<file path="config.mk">
export PLATFORM = sky130hd
export DESIGN_NAME = fl_mul_arbiter
export DESIGN_NICKNAME = d
export VERILOG_FILES = /design/src/rtl/fl_mul_arbiter.sv
export SDC_FILE = /design/constraint.sdc
export NUM_CORES = 2
export LEC_CHECK = 0
export CAP_MARGIN = 20
export CORE_UTILIZATION = 45
export DETAILED_ROUTE_END_ITERATION = 10
export RECOVER_POWER = 25
export SLEW_MARGIN = 0
export SYNTH_ARGS = -nofsm -noshare
export SYNTH_HDL_FRONTEND = slang
export SYNTH_SLANG_ARGS = --single-unit
export TNS_END_PERCENT = 30
</file>
<file path="constraint.sdc">
create_clock -name clk -period 14.65 [get_ports clk]
set_clock_uncertainty 0.2 [all_clocks]
set_input_delay 2.1975 -clock clk [delete_from_list [all_inputs] [get_ports clk]]
set_output_delay 2.1975 -clock clk [all_outputs]
set_load 0.03 [all_outputs]
</file>
<file path="src/rtl/fl_mul_arbiter.sv">
// fl_mul_arbiter: round-robin sharing of one combinational single-precision
// multiplier between two requesters, with valid/ready on requests and responses.
// fl_mul_32bit: combinational IEEE-754 single multiply, round-to-nearest-even,
// subnormal inputs/outputs flushed to zero.

module fl_mul_32bit (
    input  logic [31:0] a_i,
    input  logic [31:0] b_i,
    output logic [31:0] p_o
);
    logic        sign;
    logic [7:0]  ea, eb;
    logic        a_zero, b_zero, a_inf, b_inf, a_nan, b_nan;
    logic [47:0] prod;
    logic [22:0] mant;
    logic        guard, sticky, inc;
    logic [23:0] mant_r;
    logic [9:0]  esum;
    logic [7:0]  eres;

    // Significand product, normalisation, rounding and special-case selection
    always_comb begin
        sign   = a_i[31] ^ b_i[31];
        ea     = a_i[30:23];
        eb     = b_i[30:23];
        a_zero = (ea == 8'd0);
        b_zero = (eb == 8'd0);
        a_inf  = (ea == 8'hFF) && (a_i[22:0] == 23'd0);
        b_inf  = (eb == 8'hFF) && (b_i[22:0] == 23'd0);
        a_nan  = (ea == 8'hFF) && (a_i[22:0] != 23'd0);
        b_nan  = (eb == 8'hFF) && (b_i[22:0] != 23'd0);
        prod   = 48'({1'b1, a_i[22:0]}) * 48'({1'b1, b_i[22:0]});
        if (prod[47]) begin
            mant   = prod[46:24];
            guard  = prod[23];
            sticky = |prod[22:0];
        end else begin
            mant   = prod[45:23];
            guard  = prod[22];
            sticky = |prod[21:0];
        end
        inc    = guard & (sticky | mant[0]);
        mant_r = {1'b0, mant} + {23'd0, inc};
        // Biased exponent sum; rounding carry-out bumps the exponent, mantissa wraps to 0
        esum   = {2'b00, ea} + {2'b00, eb} + {9'd0, prod[47]} + {9'd0, mant_r[23]};
        eres   = esum[7:0] - 8'd127;
        if (a_nan || b_nan || (a_inf && b_zero) || (a_zero && b_inf))
            p_o = 32'h7FC00000;
        else if (a_inf || b_inf)
            p_o = {sign, 8'hFF, 23'd0};
        else if (a_zero || b_zero)
            p_o = {sign, 31'd0};
        else if (esum <= 10'd127)
            p_o = {sign, 31'd0};
        else if (esum >= 10'd382)
            p_o = {sign, 8'hFF, 23'd0};
        else
            p_o = {sign, eres, mant_r[22:0]};
    end
endmodule

module fl_mul_arbiter #(
    parameter int unsigned MUL_LAT = 2
) (
    input  logic        clk,
    input  logic        rst_n,
    input  logic        req0_valid,
    output logic        req0_ready,
    input  logic [31:0] req0_a,
    input  logic [31:0] req0_b,
    input  logic        req1_valid,
    output logic        req1_ready,
    input  logic [31:0] req1_a,
    input  logic [31:0] req1_b,
    output logic        rsp0_valid,
    input  logic        rsp0_ready,
    output logic [31:0] rsp0_product,
    output logic        rsp1_valid,
    input  logic        rsp1_ready,
    output logic [31:0] rsp1_product,
    output logic        busy
);
    typedef enum logic [1:0] {IDLE, CALC, RESP} state_e;

    state_e      state_q, state_d;
    logic [31:0] op_a_q, op_a_d, op_b_q, op_b_d;
    logic        owner_q, owner_d, prio_q, prio_d;
    logic [3:0]  cnt_q, cnt_d;
    logic [31:0] result_q, result_d;
    logic [31:0] mul_p;
    logic        grant_vld, grant_id, own_rdy;

    fl_mul_32bit u_mul (
        .a_i (op_a_q),
        .b_i (op_b_q),
        .p_o (mul_p)
    );

    // Round-robin pick: preferred requester first, otherwise the other one
    always_comb begin
        grant_vld = 1'b0;
        grant_id  = prio_q;
        if (prio_q ? req1_valid : req0_valid) begin
            grant_vld = 1'b1;
            grant_id  = prio_q;
        end else if (prio_q ? req0_valid : req1_valid) begin
            grant_vld = 1'b1;
            grant_id  = ~prio_q;
        end
        own_rdy = owner_q ? rsp1_ready : rsp0_ready;
    end

    // State register with asynchronous reset discarding any in-flight operation
    always_ff @(posedge clk or negedge rst_n) begin
        if (!rst_n) begin
            state_q  <= IDLE;
            op_a_q   <= '0;
            op_b_q   <= '0;
            owner_q  <= 1'b0;
            prio_q   <= 1'b0;
            cnt_q    <= '0;
            result_q <= '0;
        end else begin
            state_q  <= state_d;
            op_a_q   <= op_a_d;
            op_b_q   <= op_b_d;
            owner_q  <= owner_d;
            prio_q   <= prio_d;
            cnt_q    <= cnt_d;
            result_q <= result_d;
        end
    end

    // Next-state: accept in IDLE, settle for MUL_LAT cycles, hold until response taken
    always_comb begin
        state_d  = state_q;
        op_a_d   = op_a_q;
        op_b_d   = op_b_q;
        owner_d  = owner_q;
        prio_d   = prio_q;
        cnt_d    = cnt_q;
        result_d = result_q;
        unique case (state_q)
            IDLE: begin
                if (grant_vld) begin
                    op_a_d  = grant_id ? req1_a : req0_a;
                    op_b_d  = grant_id ? req1_b : req0_b;
                    owner_d = grant_id;
                    cnt_d   = 4'(MUL_LAT - 1);
                    state_d = CALC;
                end
            end
            CALC: begin
                if (cnt_q == 4'd0) begin
                    result_d = mul_p;
                    state_d  = RESP;
                end else begin
                    cnt_d = cnt_q - 4'd1;
                end
            end
            RESP: begin
                if (own_rdy) begin
                    prio_d  = ~owner_q;
                    state_d = IDLE;
                end
            end
            default: state_d = IDLE;
        endcase
    end

    // Outputs; ready is gated by rst_n so nothing is offered while reset is held
    always_comb begin
        req0_ready   = rst_n && (state_q == IDLE) && grant_vld && !grant_id;
        req1_ready   = rst_n && (state_q == IDLE) && grant_vld && grant_id;
        rsp0_valid   = (state_q == RESP) && !owner_q;
        rsp1_valid   = (state_q == RESP) && owner_q;
        rsp0_product = result_q;
        rsp1_product = result_q;
        busy         = (state_q != IDLE);
    end
endmodule

</file>
==> impl_metrics.json <==
{
  "status": "finished with violations",
  "failed_checks": "max-capacitance violations, max-slew violations",
  "dr.pass1.iters": 7,
  "routed_wl_mm": 82.3,
  "h-tree-depth": 3,
  "cp-start-kind": "register",
  "worstMarginPinSlew_ns": 3.44,
  "cts_buffer_depth": 2,
  "synthSimpleGateAreaFrac_pct": 18.0,
  "detail_route.wl_per_cell_microns": 21.4,
  "cts_resized": 0,
  "synth.largest_area_cell": "fa_1",
  "dp_slack_ns": 1.32,
  "fin_nets": 3891,
  "die_w_microns": 243,
  "fmax_mhz": 77.5,
  "clock_latency_ns": 0.41,
  "syn_to_final_growth_pct": 10.8,
  "postRouteAntennaNets": 0,
  "critPathMaxStageDelay_ns": 0.75,
  "yosysWarnings": 0,
  "synth_edf_count": 0,
  "synthAdderAreaFrac_pct": 46.2,
  "gp_congestion": 0.974,
  "hold_path_class": "register to register",
  "synth_compound_area_share_pct": 8.78,
  "setup_slack_ns": 1.75,
  "worstSetupPathType": "register to register",
  "drive_above_1_share_pct": 3.04,
  "clkTransAtPathRegs_ns": 0.09,
  "min_period_ns": 12.90,
  "core_sq_um": 56800,
  "postCtsSetupBuffers": 0,
  "grt_usage_pct": 29.1,
  "muxShareOfSynthArea_pct": 2.99,
  "portBuffers": 202,
  "avgSynthCellArea_sq_um": 8.65,
  "synth_xor_area_share_pct": 2.28,
  "clkSinkCount": 104,
  "rsz0062_at_grt": "false",
  "synth_top_family_by_area": "adder cells",
  "path_max_fanout": 25,
  "grt_pass1_wl_mm": 132,
  "first_global_vias": 22800,
  "die_h_microns": 243,
  "synth.most_common_cell": "inv_1",
  "cts_tree": "built",
  "cp_data_arrival_time_ns": 12.99,
  "drc_errors": 0,
  "synth_common_cells": "inv_1, fa_1, nand2_1",
  "syn_area_sq_um": 26100,
  "drv_cap": 3,
  "cts-root-buf": "clkbuf_16",
  "dieArea_sq_um": 58900,
  "antenna_cells": 0,
  "fin_crit_sh_pct": 88.0,
  "ios": 203,
  "ctsHoldBuffers": 0,
  "first_iter_violations": 1506,
  "required_ns": 14.75,
  "yosysSeqAreaShare_pct": 9.99,
  "cp-end-kind": "register",
  "slew_headroom_pct": -130,
  "dp_hpwl_mm": 66.7,
  "setup_violations": 0,
  "synth_top_cell_area_share_pct": 37.2,
  "cts_made_buffers": 9,
  "via_count": 21100,
  "cp_common_cell": "fa_1",
  "antenna_found_initial": 1,
  "synth_seq_cells": 104,
  "synthCells": 3011,
  "synthArstFlopShare_pct": 100,
  "whs_ns": 0.299,
  "synthesis.nets": 3816,
  "finalSetupTns_ns": 0,
  "synth_top_flop_cell": "dfrtp_1",
  "synthTopCellsByArea": "fa_1, dfrtp_1, ha_1",
  "num_rows": 87,
  "slew_violations": 132,
  "crit_slowest_cell": "dfrtp_1",
  "synth.distinct_cells": 92,
  "final_hold_viol_count": 0,
  "grt_max_degree": 107,
  "start_util_pct": 45.8,
  "vias_per_cell": 5.48,
  "grt_remaining_overflow": 0
}
state kept, by name, indices dropped and copies added (netlist names):
signal        flops
op_b_q           32
state_q           2
op_a_q           32
cnt_q             4
owner_q           1
prio_q            1
rsp0_product     32
final timing paths:
| check | startpoint | end | slack [ns] | depth (start not counted) |
|---|---|---|---|---|
| worst max register to register | op_b_q[8]$_DFFE_PN0P_ | rsp0_product[19]$_DFFE_PN0P_ | 1.75 | 38 |
| worst min-delay path | op_b_q[19]$_DFFE_PN0P_ | op_b_q[19]$_DFFE_PN0P_ | 0.30 | 2 |
| worst min register to register | op_b_q[19]$_DFFE_PN0P_ | op_b_q[19]$_DFFE_PN0P_ | 0.30 | 2 |
| worst max-delay path | op_b_q[8]$_DFFE_PN0P_ | rsp0_product[19]$_DFFE_PN0P_ | 1.75 | 38 |
| max in group asynchronous | rst_n | op_b_q[11]$_DFFE_PN0P_ | 7.22 | 2 |
| min in group asynchronous | rst_n | op_b_q[24]$_DFFE_PN0P_ | 2.60 | 1 |
critical path, delay by kind of cell, from the launching register on:
family	cells	cell delay (ns)
multiplexers	1	0.19
AO/OA/AOI/OAI	9	2.92
adder cells (fa/ha/maj)	10	4.44
flip-flops	1	0.75
buffers and inverters	8	1.17
AND/OR/NAND/NOR	10	3.06
stage by stage:
step	instance area (sq um)	std cells	utilization, %
global route	28900	3847	50.8
detailed placement	28500	3829	50.2
finish	28900	3847	50.8
global placement	28500	3829	50.2
floorplan	26100	3011	-
CTS	28900	3845	50.8
kinds of logic (layout without fill, tap and decap cells):
group	Yosys count	in the layout
buf+inv	779	859
mux	77	77
xor+xnor	67	67
flops	104	104
simple gates	965	965
fa+ha+maj	672	672
compound gates	347	347
routing by layer:
| layer | vias to the layer above | routed length [microns] | global-route usage, % |
|---|---|---|---|
| met3 | 109 | 4360 | 4.01 |
| met5 | - | 0 | 0 |
| li1 | 9446 | - | - |
| met4 | 0 | 2420 | 8.62 |
| met2 | 658 | 40600 | 49.8 |
| met1 | 10900 | 34800 | 38.3 |
cells in the final DEF (no fill, tap or decap), types with 9 or more instances in the layout:
cell,n
a21o_1,18
nor3_1,39
nand2b_1,11
or3_1,12
o21a_1,10
a211oi_1,9
a21oi_1,67
nand4_1,31
and2_1,253
buf_4,42
o211ai_1,13
xnor2_1,46
o21ai_0,123
dfrtp_1,104
nand2_1,425
ha_1,187
clkdlybuf4s50_1,199
nor4_1,25
and3_1,9
mux2i_1,71
a31oi_1,13
xor2_1,20
fa_1,484
nor2_1,106
nand3_1,24
inv_1,592
clkbuf_16,9
final cells by class:
type                       instances  area [sq um]
tap                              756           946
multi-input combinational       2128         20400
clock buffer                       9           225
clock inverter                     7           113
fill                            5500         27900
inverter                         596          2240
timing repair buffer             247          2350
sequential                       104          2600
Power is not shown: default switching activity piles up to over one toggle a cycle in this logic, so the estimate is an artifact.
==> variant (config.mk and constraints unchanged) <==
Reset style: synchronous (`rst_n`), changed in one clocked block. Comments in the files are not updated.
--- a/src/rtl/fl_mul_arbiter.sv
+++ b/src/rtl/fl_mul_arbiter.sv
@@ -111,7 +111,7 @@
     end
 
     // State register with asynchronous reset discarding any in-flight operation
-    always_ff @(posedge clk or negedge rst_n) begin
+    always_ff @(posedge clk) begin
         if (!rst_n) begin
             state_q  <= IDLE;
             op_a_q   <= '0;
Function: changed (a bounded check fails within 4 cycles, from zero or initial values and one cycle with rst_n low; the reset may be asserted at any time).
==> variant against the original RTL <==
- core utilization fell by 0.13 points
- count of clock-buffer cells in the layout did not move
- sequential share of layout area decreased by 1.8 points
- routed wire length down 2.9%
- setup slack improved by 0.52 ns
- cell count grew 0.99%
- synthesized area down 0.12%
- final area shrank 0.45%
- sequential cell count is the same
- die area decreased by 0.12%
- highest routed layer is now met5
Power is left out: it rests on default switching activity, and per cell area and clock period it moved more than threefold.
==> variant: results (changes against the original RTL) <==
stage;metric;value;unit;change
synth;adder-cell share of the synthesized area;46.2;%;about the same
layout;Ant. Diodes;0;;unchanged
grt;first-pass GRT wire length;128;mm;-2.7%
routing;Routed wire per std cell;20.5;um;-3.9%
sta;Rel. slew slack;15.5;%;+150 points
clock_network;clk buf depth;2;;unchanged
grt;initial antenna violation count;2;;+1
routing;First DRT Iteration DRCs;1814;;+20%
clock_network;Worst-path clk slew;0.11;ns;+0.02 ns
setup_path;crit-path max cell delay;0.99;ns;+0.24 ns
placement;Placer Congestion;0.925;;-5.0%
synth;Synthesis Warnings;0;;unchanged
sta;fmax;80.8;MHz;+4.2%
setup_path;CP startpoint;op_b_q[8]$_SDFFE_PN0P_;;
layout;share of cells above drive strength 1;4.15;%;+1.1 points
synth;synth top area cells;fa_1 37%, inv_1 9.6%, ha_1 9.0%;;
synth;Synth top cells by count;667 x inv_1, 484 x fa_1, 362 x nand2_1;;
clock_network;post-CTS setup buffers;0;;unchanged
routing;via count;21400;;+1.7%
hold_path;worst min-delay path startpoint;op_a_q[12]$_SDFFE_PN0P_;;
synth;Yosys cell types;95;;+3.3%
synth;net count after synthesis;3861;;+1.2%
synth;Compound-Gate Fraction of Synth Area;11.5;%;+2.8 points
setup_path;reg2reg end;rsp0_product[16]$_SDFFE_PN0P_;;
setup_path;Crit path max-delay family;adder cells;;
setup_path;Max stage delay cell, worst path;dfxtp_1;;
placement;DP HPWL;64.3;mm;-3.6%
clock_network;H-Tree Depth;3;;unchanged
synth;ys flop type;dfxtp_1;;
routing;DRT Pass-1 Iters;7;;unchanged
hold_path;hold endpoint;op_a_q[12]$_SDFFE_PN0P_;;
clock_network;clock buffer count from CTS;9;;unchanged
synth;post-synthesis mux area share;0.471;%;-2.5 points
setup_path;arrival time of the worst setup path;12.44;ns;-0.55 ns
clock_network;worst-skew pair later-pin latency;0.41;ns;about the same
outcome;status;completed;;
grt;global-route usage over all layers;28.1;%;-1.0 points
sta;max-slew violations;0;;-100%
grt;vias in the first global route;22700;;-0.42%
setup_path;CP endpoint kind;flip-flop;;
placement;Worst Setup Slack post-DPL;2.47;ns;+1.15 ns
setup_path;FF-to-FF path depth;38;;unchanged
synth;share of synthesized flip-flops with an asynchronous set or reset;0;%;-100 points
setup_path;Reg2Reg Setup Slack;2.27;ns;+0.52 ns
grt;largest net degree at the start of global routing;66;;-38%
synth;XOR/XNOR Fraction of Synth Area;1.82;%;-0.46 points
synth;sequential fraction of the synthesis area;8.00;%;-2.0 points
setup_path;crit path max fanout;18;;-28%
hold_path;Worst Hold Depth;2;;unchanged
placement;placed cell area;28400;um^2;-0.38%
## variant: stage by stage
step,std cells,hold slack (ns),utilization [%]
after global routing,3885,0.302,50.7
final,3885,0.276,50.7
after floorplan,3056,0.254,-
after CTS,3884,0.278,50.6
after detailed placement,3868,0.254,50.1
after global placement,3868,0.251,50.1
## variant: routing by layer
metal  routed length [um]  vias to the layer above  track usage, %  part of all wire [%]
met1                35600                    10900            39.4                    45
met4                 2140                        2            8.27                   2.7
met2                36100                      730            43.8                    45
met3                 6010                       87            5.32                   7.5
li1                     -                     9741               -                     -
met5                   11                        -               0                 0.014
## variant: final cells by class
cell class,instances,area (um^2)
clock inverter,7,75.1
tap,756,946
sequential,104,2080
fill,5493,28000
inverter,670,2510
multi-input combinational,2092,20500
clock buffer,9,225
timing repair buffer,247,2380
